[config.mk]
export PLATFORM = sky130hd
export DESIGN_NAME = program_sequencer_flat
export DESIGN_NICKNAME = d
export VERILOG_FILES = /design/src/rtl/program_sequencer_pkg.sv /design/src/rtl/program_sequencer_if.sv /design/src/rtl/program_sequencer_return_address_stack.sv /design/src/rtl/program_sequencer.sv /design/src/flat_wrapper.sv
export SDC_FILE = /design/constraint.sdc
export NUM_CORES = 1
export LEC_CHECK = 0
export ABC_AREA = 1
export CELL_PAD_IN_SITES_DETAIL_PLACEMENT = 1
export CELL_PAD_IN_SITES_GLOBAL_PLACEMENT = 1
export CORE_MARGIN = 1.5
export CORE_UTILIZATION = 34
export DETAILED_ROUTE_END_ITERATION = 10
export PLACE_DENSITY = 0.66
export SLEW_MARGIN = 10
export SYNTH_ARGS = -nofsm -noshare
export SYNTH_HDL_FRONTEND = slang
export SYNTH_SLANG_ARGS = --single-unit
[constraint.sdc]
create_clock -name clk -period 7.1 [get_ports clk]
set_input_delay 1.775 -clock clk [delete_from_list [all_inputs] [get_ports clk]]
set_output_delay 1.775 -clock clk [all_outputs]
set_load 0.01 [all_outputs]
[src/rtl/program_sequencer_pkg.sv]
// Shared types for the program sequencer: branch conditions, status flag
// positions and return-address-stack operations.
package program_sequencer_pkg;

    typedef enum logic [2:0] {
        ZERO             = 3'd0,
        NOT_ZERO         = 3'd1,
        NEGATIVE         = 3'd2,
        POSITIVE         = 3'd3,
        CARRY_SET        = 3'd4,
        CARRY_CLEARED    = 3'd5,
        OVERFLOW_SET     = 3'd6,
        OVERFLOW_CLEARED = 3'd7
    } branch_condition_e;

    localparam int FLAG_ZERO     = 0;
    localparam int FLAG_NEGATIVE = 1;
    localparam int FLAG_CARRY    = 2;
    localparam int FLAG_OVERFLOW = 3;

    typedef enum logic [1:0] {
        RAS_NONE    = 2'd0,
        RAS_PUSH    = 2'd1,
        RAS_POP     = 2'd2,
        RAS_REPLACE = 2'd3
    } ras_op_e;

    // Pointer width for a power-of-two stack depth; count needs one bit more.
    function automatic int ras_ptr_w(input int depth);
        return (depth > 1) ? $clog2(depth) : 1;
    endfunction

endpackage

[src/rtl/program_sequencer_if.sv]
// Decoder/status side of the program sequencer: control inputs in, fetch
// address and return-stack status out.
interface program_sequencer_if #(
    parameter int I_ADDR_W  = 12,
    parameter int DATA_W    = 8,
    parameter int RAS_DEPTH = 8
);
    localparam int CNT_W = program_sequencer_pkg::ras_ptr_w(RAS_DEPTH) + 1;

    logic                                   stall;
    logic [I_ADDR_W-1:0]                    imar;
    logic [I_ADDR_W-1:0]                    address_immediate;
    logic                                   immediate_select;
    logic                                   pc_relative;
    logic                                   jump_branch_select;
    logic                                   unconditional_branch;
    program_sequencer_pkg::branch_condition_e branch_condition;
    logic [DATA_W-1:0]                      status_register;
    logic                                   call;
    logic                                   ret;
    logic                                   ras_err_clear;

    logic [I_ADDR_W-1:0]                    pc;
    logic [CNT_W-1:0]                       ras_count;
    logic                                   ras_overflow;
    logic                                   ras_underflow;

    modport master (
        output stall, imar, address_immediate, immediate_select, pc_relative,
               jump_branch_select, unconditional_branch, branch_condition,
               status_register, call, ret, ras_err_clear,
        input  pc, ras_count, ras_overflow, ras_underflow
    );

    modport slave (
        input  stall, imar, address_immediate, immediate_select, pc_relative,
               jump_branch_select, unconditional_branch, branch_condition,
               status_register, call, ret, ras_err_clear,
        output pc, ras_count, ras_overflow, ras_underflow
    );

endinterface

[src/rtl/program_sequencer_return_address_stack.sv]
// Circular return-address stack: pushing while full overwrites the oldest
// entry, popping while empty leaves the stack untouched.
module return_address_stack
    import program_sequencer_pkg::*;
#(
    parameter int DEPTH  = 8,
    parameter int ADDR_W = 12
) (
    input  logic                      clk,
    input  logic                      rst_n,
    input  ras_op_e                   i_op,
    input  logic [ADDR_W-1:0]         i_push_data,
    output logic [ADDR_W-1:0]         o_top,
    output logic [ras_ptr_w(DEPTH):0] o_count,
    output logic                      o_full,
    output logic                      o_empty
);
    localparam int PTR_W = ras_ptr_w(DEPTH);
    localparam int CNT_W = PTR_W + 1;
    localparam logic [CNT_W-1:0] FULL_COUNT = CNT_W'(DEPTH);

    logic [ADDR_W-1:0] r_mem [DEPTH];
    logic [PTR_W-1:0]  r_ptr;
    logic [CNT_W-1:0]  r_count;
    logic [PTR_W-1:0]  w_ptr_up;
    logic [PTR_W-1:0]  w_ptr_down;

    assign w_ptr_up   = r_ptr + PTR_W'(1);
    assign w_ptr_down = r_ptr - PTR_W'(1);
    assign o_full     = (r_count == FULL_COUNT);
    assign o_empty    = (r_count == '0);
    assign o_top      = r_mem[r_ptr];
    assign o_count    = r_count;

    // When full, the slot above the top is the oldest entry, so a push there discards it.
    always_ff @(posedge clk or negedge rst_n) begin
        if (!rst_n) begin
            r_ptr   <= '0;
            r_count <= '0;
        end else begin
            case (i_op)
                RAS_PUSH: begin
                    r_ptr <= w_ptr_up;
                    if (!o_full) begin
                        r_count <= r_count + CNT_W'(1);
                    end
                end
                RAS_POP: begin
                    if (!o_empty) begin
                        r_ptr   <= w_ptr_down;
                        r_count <= r_count - CNT_W'(1);
                    end
                end
                default: ;
            endcase
        end
    end

    always_ff @(posedge clk) begin
        if (i_op == RAS_PUSH) begin
            r_mem[w_ptr_up] <= i_push_data;
        end else if (i_op == RAS_REPLACE) begin
            r_mem[r_ptr] <= i_push_data;
        end
    end

endmodule

[src/rtl/program_sequencer.sv]
// Program counter with sequential/jump/branch sequencing, call/return via a
// circular return-address stack, pipeline stall and sticky stack error flags.
module program_sequencer
    import program_sequencer_pkg::*;
#(
    parameter int                  I_ADDR_W     = 12,
    parameter int                  INST_W_BYTES = 2,
    parameter int                  DATA_W       = 8,
    parameter int                  RAS_DEPTH    = 8,
    parameter logic [I_ADDR_W-1:0] RESET_VECTOR = '0
) (
    input  logic              clk,
    input  logic              rst_n,
    program_sequencer_if.slave sif
);
    localparam int CNT_W = ras_ptr_w(RAS_DEPTH) + 1;

    logic [I_ADDR_W-1:0] r_pc;
    logic                r_overflow;
    logic                r_underflow;

    logic [I_ADDR_W-1:0] w_pc_inc;
    logic [I_ADDR_W-1:0] w_target;
    logic [I_ADDR_W-1:0] w_dest;
    logic [I_ADDR_W-1:0] w_next_pc;
    logic                w_cond_true;
    logic                w_taken;
    ras_op_e             w_ras_op;
    logic [I_ADDR_W-1:0] w_ras_top;
    logic [CNT_W-1:0]    w_ras_count;
    logic                w_ras_full;
    logic                w_ras_empty;
    logic                w_overflow_set;
    logic                w_underflow_set;
    logic                w_unused_status;

    // All address arithmetic wraps modulo 2^I_ADDR_W by truncation.
    assign w_pc_inc = r_pc + I_ADDR_W'(INST_W_BYTES);
    assign w_target = sif.immediate_select ? sif.address_immediate : sif.imar;
    assign w_dest   = sif.pc_relative ? (r_pc + w_target) : w_target;

    assign w_unused_status = ^sif.status_register;

    always_comb begin
        w_cond_true = 1'b0;
        case (sif.branch_condition)
            ZERO:             w_cond_true =  sif.status_register[FLAG_ZERO];
            NOT_ZERO:         w_cond_true = ~sif.status_register[FLAG_ZERO];
            NEGATIVE:         w_cond_true =  sif.status_register[FLAG_NEGATIVE];
            POSITIVE:         w_cond_true = ~sif.status_register[FLAG_NEGATIVE];
            CARRY_SET:        w_cond_true =  sif.status_register[FLAG_CARRY];
            CARRY_CLEARED:    w_cond_true = ~sif.status_register[FLAG_CARRY];
            OVERFLOW_SET:     w_cond_true =  sif.status_register[FLAG_OVERFLOW];
            OVERFLOW_CLEARED: w_cond_true = ~sif.status_register[FLAG_OVERFLOW];
            default:          w_cond_true = 1'b0;
        endcase
    end

    assign w_taken = sif.jump_branch_select & (sif.unconditional_branch | w_cond_true);

    always_comb begin
        w_next_pc = w_pc_inc;
        w_ras_op  = RAS_NONE;
        if (sif.stall) begin
            w_next_pc = r_pc;
        end else if (sif.call && !sif.ret) begin
            w_ras_op  = RAS_PUSH;
            w_next_pc = w_dest;
        end else if (sif.ret && !sif.call) begin
            w_ras_op  = RAS_POP;
            w_next_pc = w_ras_empty ? w_pc_inc : w_ras_top;
        end else if (sif.call && sif.ret) begin
            // Tail call on an empty stack degenerates to a plain call.
            w_ras_op  = w_ras_empty ? RAS_PUSH : RAS_REPLACE;
            w_next_pc = w_dest;
        end else if (w_taken) begin
            w_next_pc = w_dest;
        end
    end

    assign w_overflow_set  = (w_ras_op == RAS_PUSH) & w_ras_full;
    assign w_underflow_set = (w_ras_op == RAS_POP)  & w_ras_empty;

    return_address_stack #(
        .DEPTH  (RAS_DEPTH),
        .ADDR_W (I_ADDR_W)
    ) u_ras (
        .clk         (clk),
        .rst_n       (rst_n),
        .i_op        (w_ras_op),
        .i_push_data (w_pc_inc),
        .o_top       (w_ras_top),
        .o_count     (w_ras_count),
        .o_full      (w_ras_full),
        .o_empty     (w_ras_empty)
    );

    always_ff @(posedge clk or negedge rst_n) begin
        if (!rst_n) begin
            r_pc        <= RESET_VECTOR;
            r_overflow  <= 1'b0;
            r_underflow <= 1'b0;
        end else begin
            r_pc        <= w_next_pc;
            r_overflow  <= w_overflow_set  | (r_overflow  & ~sif.ras_err_clear);
            r_underflow <= w_underflow_set | (r_underflow & ~sif.ras_err_clear);
        end
    end

    assign sif.pc            = r_pc;
    assign sif.ras_count     = w_ras_count;
    assign sif.ras_overflow  = r_overflow;
    assign sif.ras_underflow = r_underflow;

endmodule

[src/flat_wrapper.sv]
// flat-port wrapper written by rule: the top's interface ports become plain ports
module program_sequencer_flat import program_sequencer_pkg::*;
#(
    parameter int                  I_ADDR_W     = 12,
    parameter int                  INST_W_BYTES = 2,
    parameter int                  DATA_W       = 8,
    parameter int                  RAS_DEPTH    = 8,
    parameter logic [I_ADDR_W-1:0] RESET_VECTOR = '0
)
  (clk, rst_n, sif_stall, sif_imar, sif_address_immediate, sif_immediate_select, sif_pc_relative, sif_jump_branch_select, sif_unconditional_branch, sif_branch_condition, sif_status_register, sif_call, sif_ret, sif_ras_err_clear, sif_pc, sif_ras_count, sif_ras_overflow, sif_ras_underflow);
  program_sequencer_if #(.I_ADDR_W(I_ADDR_W), .DATA_W(DATA_W), .RAS_DEPTH(RAS_DEPTH)) sif_i ();
  input  logic clk;
  input  logic rst_n;
  input wire logic [$bits(sif_i.stall)-1:0] sif_stall;
  input wire logic [$bits(sif_i.imar)-1:0] sif_imar;
  input wire logic [$bits(sif_i.address_immediate)-1:0] sif_address_immediate;
  input wire logic [$bits(sif_i.immediate_select)-1:0] sif_immediate_select;
  input wire logic [$bits(sif_i.pc_relative)-1:0] sif_pc_relative;
  input wire logic [$bits(sif_i.jump_branch_select)-1:0] sif_jump_branch_select;
  input wire logic [$bits(sif_i.unconditional_branch)-1:0] sif_unconditional_branch;
  input wire logic [$bits(sif_i.branch_condition)-1:0] sif_branch_condition;
  input wire logic [$bits(sif_i.status_register)-1:0] sif_status_register;
  input wire logic [$bits(sif_i.call)-1:0] sif_call;
  input wire logic [$bits(sif_i.ret)-1:0] sif_ret;
  input wire logic [$bits(sif_i.ras_err_clear)-1:0] sif_ras_err_clear;
  output wire logic [$bits(sif_i.pc)-1:0] sif_pc;
  output wire logic [$bits(sif_i.ras_count)-1:0] sif_ras_count;
  output wire logic [$bits(sif_i.ras_overflow)-1:0] sif_ras_overflow;
  output wire logic [$bits(sif_i.ras_underflow)-1:0] sif_ras_underflow;
  assign sif_i.stall = sif_stall;
  assign sif_i.imar = sif_imar;
  assign sif_i.address_immediate = sif_address_immediate;
  assign sif_i.immediate_select = sif_immediate_select;
  assign sif_i.pc_relative = sif_pc_relative;
  assign sif_i.jump_branch_select = sif_jump_branch_select;
  assign sif_i.unconditional_branch = sif_unconditional_branch;
  assign sif_i.branch_condition = sif_branch_condition;
  assign sif_i.status_register = sif_status_register;
  assign sif_i.call = sif_call;
  assign sif_i.ret = sif_ret;
  assign sif_i.ras_err_clear = sif_ras_err_clear;
  assign sif_pc = sif_i.pc;
  assign sif_ras_count = sif_i.ras_count;
  assign sif_ras_overflow = sif_i.ras_overflow;
  assign sif_ras_underflow = sif_i.ras_underflow;
  program_sequencer #(.I_ADDR_W(I_ADDR_W), .INST_W_BYTES(INST_W_BYTES), .DATA_W(DATA_W), .RAS_DEPTH(RAS_DEPTH), .RESET_VECTOR(RESET_VECTOR)) u_core (.clk(clk), .rst_n(rst_n), .sif(sif_i));
endmodule
==> results of run 1 <==
flip-flops by register name, summed over array words and instances, names as in the netlist:
name	flops
u_core.u_ras.r_mem	96
u_core.u_ras.r_ptr	3
u_core.sif.pc	12
u_core.sif.ras_underflow	1
u_core.sif.ras_overflow	1
u_core.u_ras.o_count	4
layer usage:
layer / wire (um) / part of all wire (%) / GRT usage [%]
met1: 8360 / 44 / 24.0
met2: 9830 / 52 / 37.4
met3: 414 / 2.2 / 2.27
met4: 187 / 1.0 / 6.72
met5: 0 / 0 / 0
logic make-up (layout without fill, tap and decap cells):
| group | Yosys count | in the layout | share of synthesized area, % |
|---|---|---|---|
| adders and majority gates | 18 | 18 | 3.81 |
| DFF | 117 | 117 | 54.0 |
| AOI/OAI and AO/OA | 126 | 126 | 11.5 |
| xor gates and xnor gates | 18 | 18 | 2.50 |
| and+or+nand+nor | 327 | 327 | 22.2 |
| buffers and inverters | 92 | 169 | 5.95 |
worst max-delay path, cell delays in order:
cell and delay [ns]:
sky130_fd_sc_hd__clkdlybuf4s50_1 0.45, sky130_fd_sc_hd__buf_4 0.18, sky130_fd_sc_hd__inv_1 0.20, sky130_fd_sc_hd__or2_2 0.32, sky130_fd_sc_hd__o21ai_0 0.26, sky130_fd_sc_hd__inv_1 0.14
sky130_fd_sc_hd__ha_1 0.32, sky130_fd_sc_hd__inv_1 0.05, sky130_fd_sc_hd__o21ai_0 0.28, sky130_fd_sc_hd__nand3_1 0.21, sky130_fd_sc_hd__nand2_1 0.14, sky130_fd_sc_hd__nand2_1 0.09
sky130_fd_sc_hd__nand3_1 0.11, sky130_fd_sc_hd__nand3_1 0.10, sky130_fd_sc_hd__nand2_1 0.10, sky130_fd_sc_hd__nand3_1 0.07, sky130_fd_sc_hd__nand2_1 0.08, sky130_fd_sc_hd__nand2_1 0.05
metrics by stage:
| stage | worst slack [ns] | instance area, um2 | total power (uW) | utilization, % |
|---|---|---|---|---|
| after floorplan | 3.39 | 6310 | 1750 | - |
| after global placement | 2.13 | 7140 | 2100 | 39.5 |
| after detailed placement | 2.00 | 7140 | 2160 | 39.5 |
| after CTS | 2.45 | 7740 | 3040 | 42.8 |
| after global routing | 2.18 | 7740 | 3210 | 42.8 |
| final | 2.47 | 7740 | 3020 | 42.8 |
where the power goes:
part,internal [uW],switching (uW)
registers,926,95.8
logic,380,749
clock network,561,308
placed cells by master, fill, tap and decap left out, types with 3 or more instances in the layout:
cell type / instances
sky130_fd_sc_hd__nand2_1: 162
sky130_fd_sc_hd__edfxtp_1: 96
sky130_fd_sc_hd__nor2_1: 84
sky130_fd_sc_hd__o21ai_0: 72
sky130_fd_sc_hd__inv_1: 59
sky130_fd_sc_hd__clkdlybuf4s50_1: 58
sky130_fd_sc_hd__nand3_1: 53
sky130_fd_sc_hd__dfrtp_1: 21
sky130_fd_sc_hd__a21oi_1: 19
sky130_fd_sc_hd__clkbuf_16: 17
sky130_fd_sc_hd__ha_1: 16
sky130_fd_sc_hd__xor2_1: 14
sky130_fd_sc_hd__buf_4: 12
sky130_fd_sc_hd__o221ai_1: 11
sky130_fd_sc_hd__o211ai_1: 9
sky130_fd_sc_hd__o22ai_1: 8
sky130_fd_sc_hd__nand4_1: 7
sky130_fd_sc_hd__or2_2: 6
sky130_fd_sc_hd__nor3_1: 5
sky130_fd_sc_hd__inv_2: 4
sky130_fd_sc_hd__xnor2_1: 4
sky130_fd_sc_hd__clkinvlp_4: 4
sky130_fd_sc_hd__nor2_4: 3
sky130_fd_sc_hd__clkinv_1: 3
sky130_fd_sc_hd__o21bai_1: 3
sky130_fd_sc_hd__clkinv_2: 3
sky130_fd_sc_hd__bufinv_16: 3
worst paths after layout:
path                                     startpoint                  endpoint  slack, ns  depth (start not counted)
hold reg to reg            u_core.sif.ras_underflow  u_core.sif.ras_underflow       0.53                          2
min in group asynchronous                     rst_n   u_core.u_ras.o_count[1]       1.93                          1
setup reg to reg              u_core.u_ras.r_ptr[2]  u_core.u_ras.r_mem[5][8]       4.23                          5
hold / removal             u_core.sif.ras_underflow  u_core.sif.ras_underflow       0.53                          2
setup / recovery               sif_immediate_select         u_core.sif.pc[11]       2.47                         18
max in group asynchronous                     rst_n          u_core.sif.pc[7]       4.54                          1
area by class of cell:
class / instances / area (um2) / area share (%)
clock buffer: 20 / 447 / 5.77
clock inverter: 12 / 153 / 1.97
inverter: 67 / 254 / 3.28
multi-input combinational: 489 / 2520 / 32.6
sequential: 117 / 3410 / 44.0
tap: 229 / 287 / 3.70
timing repair buffer: 70 / 671 / 8.66
==> out/results.md, run 1 <==
| Metric | This run | Unit |
| --- | --- | --- |
| Run status | completed | - |
| Number of gates given a new drive strength after cts | 0 | - |
| Worst VDD drop | 0.188 | mV |
| Final hold slack | 0.534 | ns |
| Gr ovfl total | 0 | - |
| Type of the worst min-delay path | flip-flop to flip-flop | - |
| Mean instance size in the synthesized netlist | 9.04 | um2 |
| DRC violations left | 0 | - |
| Standard cell core area | 18100 | um2 |
| Post-Syn Nets | 761 | - |
| Final #Nets | 825 | - |
| Cells after Synth | 698 | - |
| Antenna Violating Nets Remaining | 0 | - |
| Via count | 5168 | - |
| Count of input and output buffers | 58 | - |
| Tightest slew margin relative to the limit | 31.2 | % |
| Layout cells sized above 1 | 8.13 | % |
| Number of I/O pins | 63 | - |
| EDFF count, synth | 96 | - |
| Number of detailed-routing iterations run before antenna repair | 4 | - |
| Aggregate negative setup slack | 0 | ns |
| Final-report setup violation count | 0 | - |
| Crit Path Class | input pin to flip-flop | - |
| CTS tree | built | - |
| Element type at the critical path start | input pin | - |
| Height of the die | 139 | um |
| Num CTS Buffers | 17 | - |
| Setup repair after global routing missed its margin | no | - |
| Flop and latch count out of synthesis | 117 | - |
| # Max-Cap Violations | 0 | - |
| Distinct cell type count of the synthesized netlist | 39 | - |
| Maximum number of pins on one net before global-route repair | 55 | - |
| Seq/Total Area, Yosys | 54.0 | % |
| Post-CTS clock slew at the launch and capture registers of the worst setup and hold paths | 0.06 | ns |
| Share of synthesized flip-flops with an asynchronous set or reset | 17.9 | % |
| Number of buffers inserted by post-CTS setup repair | 0 | - |
| Global-route wire length before repair | 29800 | um |
| Arrival time of the worst setup path | 4.93 | ns |
| Synthesis warning total | 0 | - |
| Total count of max-transition violations in the final report | 0 | - |
| Non-filler cells in the finished layout | 1004 | - |
| Total power divided by cell area | 390 | nW/um2 |
| Sink count of the clock tree | 117 | - |
| Post-route fraction of the period consumed by the critical path | 65.3 | % |
| Maximum operating frequency | 0.216 | GHz |
| Largest cells by area after synthesis | sky130_fd_sc_hd__edfxtp_1 46%, sky130_fd_sc_hd__nand2_1 9.6%, sky130_fd_sc_hd__dfrtp_1 8.3% | - |
| CTS max path bufs | 2 | - |
| Post-synthesis instance area | 6310 | um2 |
| Vias in the first global route | 5628 | - |
| Total global-route track usage | 20.0 | % |
| Kind of end point of the critical path | flip-flop | - |
| WL per Instance | 18.7 | um |
| DR vias/cell | 5.15 | - |
| Number of fill cells | 2032 | - |
| Largest clock skew in the final design | 0.0105 | ns |
| Clk_lat worst skew | 0.41 | ns |
| Post-placement cell count | 972 | - |
| Placer Congestion | 0.822 | - |
| Clock tree root driver cell | sky130_fd_sc_hd__clkbuf_16 | - |
| Synth Flop Type | sky130_fd_sc_hd__edfxtp_1 | - |
| Die Outline Area | 19400 | um2 |
| Cell type with the highest aggregate area in the netlist | sky130_fd_sc_hd__edfxtp_1 | - |
| CTS Hold Buffers Added | 0 | - |
| Area added between synthesis and finish | 22.7 | % |
| Initial antenna violation count | 0 | - |
| Data required, critical path | 7.40 | ns |
| Leakage power total | 0.00313 | uW |
| Drt initial violations | 331 | - |
| Htree depth | 4 | - |
| Area share of the leading cell type in the synthesized netlist | 45.7 | % |
| Number of placement rows | 49 | - |
| Tightest Pin Transition | 1.03 | ns |
| Die outline width | 139 | um |
| Number of antenna repair diodes | 0 | - |
| Largest fanout on the critical path | 13 | - |
| Wire length after detailed routing | 18800 | um |
| Most numerous cell in the Yosys netlist | sky130_fd_sc_hd__nand2_1 | - |
| Final period demand of the worst path | 4.63 | ns |
| Post-detail-place hpwl | 13000 | um |
| Most numerous cell types in the synthesized netlist | 162 x sky130_fd_sc_hd__nand2_1, 96 x sky130_fd_sc_hd__edfxtp_1, 84 x sky130_fd_sc_hd__nor2_1 | - |
| Starting density of the core | 34.9 | % |
| Final hold vios | 0 | - |
Power figures use the tool's default switching activity.
==> inputs of run 2 (changes only) <==
Clock period 7.1 ns to 4.4 ns, I/O delays scaled along.
==> run 2 against run 1 <==
Compared with the run above:
- clock power up 57%
- critical path depth did not move
- sequential power up 62%
- via count is 1.1% higher
- power rose by 61%
- first-iteration DRC count shrank 3.3%
- highest routed layer unchanged
- non-clock buffer count is 11 higher
- clock skew hardly changed
- sequential cell count stayed put
- combinational power rose by 64%
- clock-buffer cell count shrank 2
- worst setup slack lost 1.4 ns
==> out/results.md, run 2 (synthesized netlist as in run 1, its figures left out) <==
| Metric | This run | Unit | vs previous |
| --- | --- | --- | --- |
| Post-detail-place hpwl | 13500 | um | was 13000 um |
| Final-report setup violation count | 0 | - | unchanged |
| Standard cell core area | 18100 | um2 | unchanged |
| Initial antenna violation count | 0 | - | unchanged |
| Count of input and output buffers | 58 | - | unchanged |
| Maximum operating frequency | 0.300 | GHz |  |
| Crit Path Class | input pin to flip-flop | - | unchanged |
| Vias in the first global route | 5596 | - | was 5628 |
| Starting density of the core | 34.9 | % | unchanged |
| PnR Total Power | 4860 | uW | was 3020 uW |
| Final hold slack | 0.535 | ns | was 0.534 ns |
| Peak per-stage delay on the critical path | 0.48 | ns | was 0.45 ns |
| Final hold vios | 0 | - | unchanged |
| # Max-Cap Violations | 0 | - | unchanged |
| DR vias/cell | 5.15 | - | about the same |
| Tightest slew margin relative to the limit | 34.6 | % | was 31.2% |
| Global-route wire length before repair | 30000 | um | was 29800 um |
| Number of gates given a new drive strength after cts | 0 | - | unchanged |
| Run status | completed | - | unchanged |
| Clk_lat worst skew | 0.41 | ns | about the same |
| Crit-path slowest cell | sky130_fd_sc_hd__clkdlybuf4s50_1 | - | unchanged |
| Die outline width | 139 | um | unchanged |
| Chain of cells forming the critical path | clkdlybuf4s50_1 -> inv_1 -> or2_2 -> o21ai_0 -> buf_4 -> inv_1 -> ha_1 -> inv_1 -> o21ai_0 -> nand3_1 -> nand2_1 -> nand2_1 -> nand3_1 -> nand3_1 -> nand2_1 -> nand3_1 -> nand2_1 -> nand2_1 | - | was clkdlybuf4s50_1 -> buf_4 -> inv_1 -> or2_2 -> o21ai_0 -> inv_1 -> ha_1 -> inv_1 -> o21ai_0 -> nand3_1 -> nand2_1 -> nand2_1 -> nand3_1 -> nand3_1 -> nand2_1 -> nand3_1 -> nand2_1 -> nand2_1 |
| Drt initial violations | 320 | - | was 331 |
| Wire length after detailed routing | 18700 | um | was 18800 um |
| Largest register by flop count | u_core.u_ras.r_mem | - | unchanged |
| Layout cells sized above 1 | 9.67 | % | was 8.13% |
| Min setup slack post-route | 1.07 | ns | was 2.47 ns |
| Htree depth | 4 | - | unchanged |
| Number of buffers inserted by post-CTS setup repair | 0 | - | unchanged |
| Leakage power total | 0.00318 | uW | was 0.00313 uW |
| Num CTS Buffers | 17 | - | unchanged |
| Final #Nets | 836 | - | was 825 |
| Setup repair after global routing missed its margin | no | - | unchanged |
| Largest fanout on the critical path | 3 | - | was 13 |
| CTS max path bufs | 2 | - | unchanged |
| Post-route fraction of the period consumed by the critical path | 75.7 | % |  |
| Element type at the critical path start | input pin | - | unchanged |
| Worst VDD drop | 0.242 | mV | was 0.188 mV |
| Count of cells along the worst hold path | 2 | - | unchanged |
| Aggregate negative setup slack | 0 | ns | unchanged |
| Sink count of the clock tree | 117 | - | unchanged |
| Antenna Violating Nets Remaining | 0 | - | unchanged |
| Depth of the most critical reg-to-reg path | 10 | - | was 5 |
| Number of I/O pins | 63 | - | unchanged |
| Tightest Pin Transition | 0.978 | ns | was 1.03 ns |
| Total count of max-transition violations in the final report | 0 | - | unchanged |
| Area added between synthesis and finish | 23.9 | % | was 22.7% |
| Gr ovfl total | 0 | - | unchanged |
| Arrival time of the worst setup path | 3.64 | ns | was 4.93 ns |
| Max reg flops | 96 | - | unchanged |
| Largest clock skew in the final design | 0.0101 | ns | was 0.0105 ns |
| Commonest cells after routing, fill and taps aside | 162 x sky130_fd_sc_hd__nand2_1, 96 x sky130_fd_sc_hd__edfxtp_1, 84 x sky130_fd_sc_hd__nor2_1, 72 x sky130_fd_sc_hd__o21ai_0, 59 x sky130_fd_sc_hd__inv_1 | - | unchanged |
| Final period demand of the worst path | 3.33 | ns |  |
| CTS Hold Buffers Added | 0 | - | unchanged |
| Via count | 5227 | - | was 5168 |
| WL per Instance | 18.5 | um | was 18.7 um |
| Total power divided by cell area | 622 | nW/um2 | was 390 nW/um2 |
| Most common library cell in the layout ignoring fill and taps | sky130_fd_sc_hd__nand2_1 | - | unchanged |
| Placer Congestion | 0.819 | - | was 0.822 |
| Height of the die | 139 | um | unchanged |
| Number of antenna repair diodes | 0 | - | unchanged |
| DRC violations left | 0 | - | unchanged |
| Clock tree root driver cell | sky130_fd_sc_hd__clkbuf_16 | - | unchanged |
| Type of the worst min-delay path | flip-flop to flip-flop | - | unchanged |
| Total global-route track usage | 20.2 | % | was 20.0% |
| Die Outline Area | 19400 | um2 | unchanged |
| Number of placement rows | 49 | - | unchanged |
| CTS tree | built | - | unchanged |
| Post-CTS clock slew at the launch and capture registers of the worst setup and hold paths | 0.06 | ns | about the same |
| Kind of end point of the critical path | flip-flop | - | unchanged |
| Most prevalent standard cell on the critical path | sky130_fd_sc_hd__nand2_1 | - | unchanged |
| Pre-CTS setup slack | 0.601 | ns | was 2.00 ns |
| Maximum number of pins on one net before global-route repair | 52 | - | was 55 |
| Final core area utilization | 43.2 | % | was 42.8% |
| Data required, critical path | 4.70 | ns | was 7.40 ns |
| Number of detailed-routing iterations run before antenna repair | 4 | - | unchanged |
[run 2: changes by cell type in the layout (fill, tap and decap cells not counted), sizes merged]
cell and delta:
clkbuf -2, bufinv -1, buf +11, clkinvlp +1, clkinv +2
[run 2: final timing paths]
| check | startpoint | endpoint | slack, ns |
|---|---|---|---|
| max in group asynchronous | rst_n | u_core.sif.pc[6] | 2.57 |
| min | u_core.sif.ras_underflow | u_core.sif.ras_underflow | 0.54 |
| max | sif_immediate_select | u_core.sif.pc[11] | 1.07 |
| max reg2reg | u_core.u_ras.r_ptr[1] | u_core.u_ras.r_mem[0][4] | 1.88 |
| min in group asynchronous | rst_n | u_core.u_ras.o_count[0] | 1.23 |
| min reg2reg | u_core.sif.ras_underflow | u_core.sif.ras_underflow | 0.54 |
[run 2: worst max-delay path, delay by kind of cell]
| family | cells | cell delay, ns |
|---|---|---|
| and+or+nand+nor | 10 | 1.11 |
| adders and majority gates | 1 | 0.26 |
| AOI/OAI and AO/OA | 2 | 0.34 |
| buffers and inverters | 5 | 0.82 |
[run 2: cell type report]
cell class | instances | area (um2)
clock buffers | 18 | 439
clock inverters | 14 | 151
fillers | 2062 | 10300
inverters | 67 | 254
multi-input cells | 489 | 2520
flip-flops and latches | 117 | 3410
well taps | 229 | 287
repair buffers | 81 | 753
[run 2: metrics by stage]
stage,instance area (um2),instances
detailed placement,7230,983
global placement,7230,983
finish,7820,1015
global route,7820,1015
CTS,7820,1015
floorplan,6310,698
[run 2: power by group]
group          switching (uW)  internal, uW
sequential                160          1490
combinational            1220           634
clock                     508           850
[run 2: per-layer routing]
metal / global-route usage, % / vias to the layer above / part of all wire [%]
li1: - / 2540 / -
met1: 24.1 / 2577 / 43
met2: 38.0 / 97 / 53
met3: 2.86 / 13 / 2.8
met4: 5.54 / 0 / 0.97
met5: 0 / - / 0
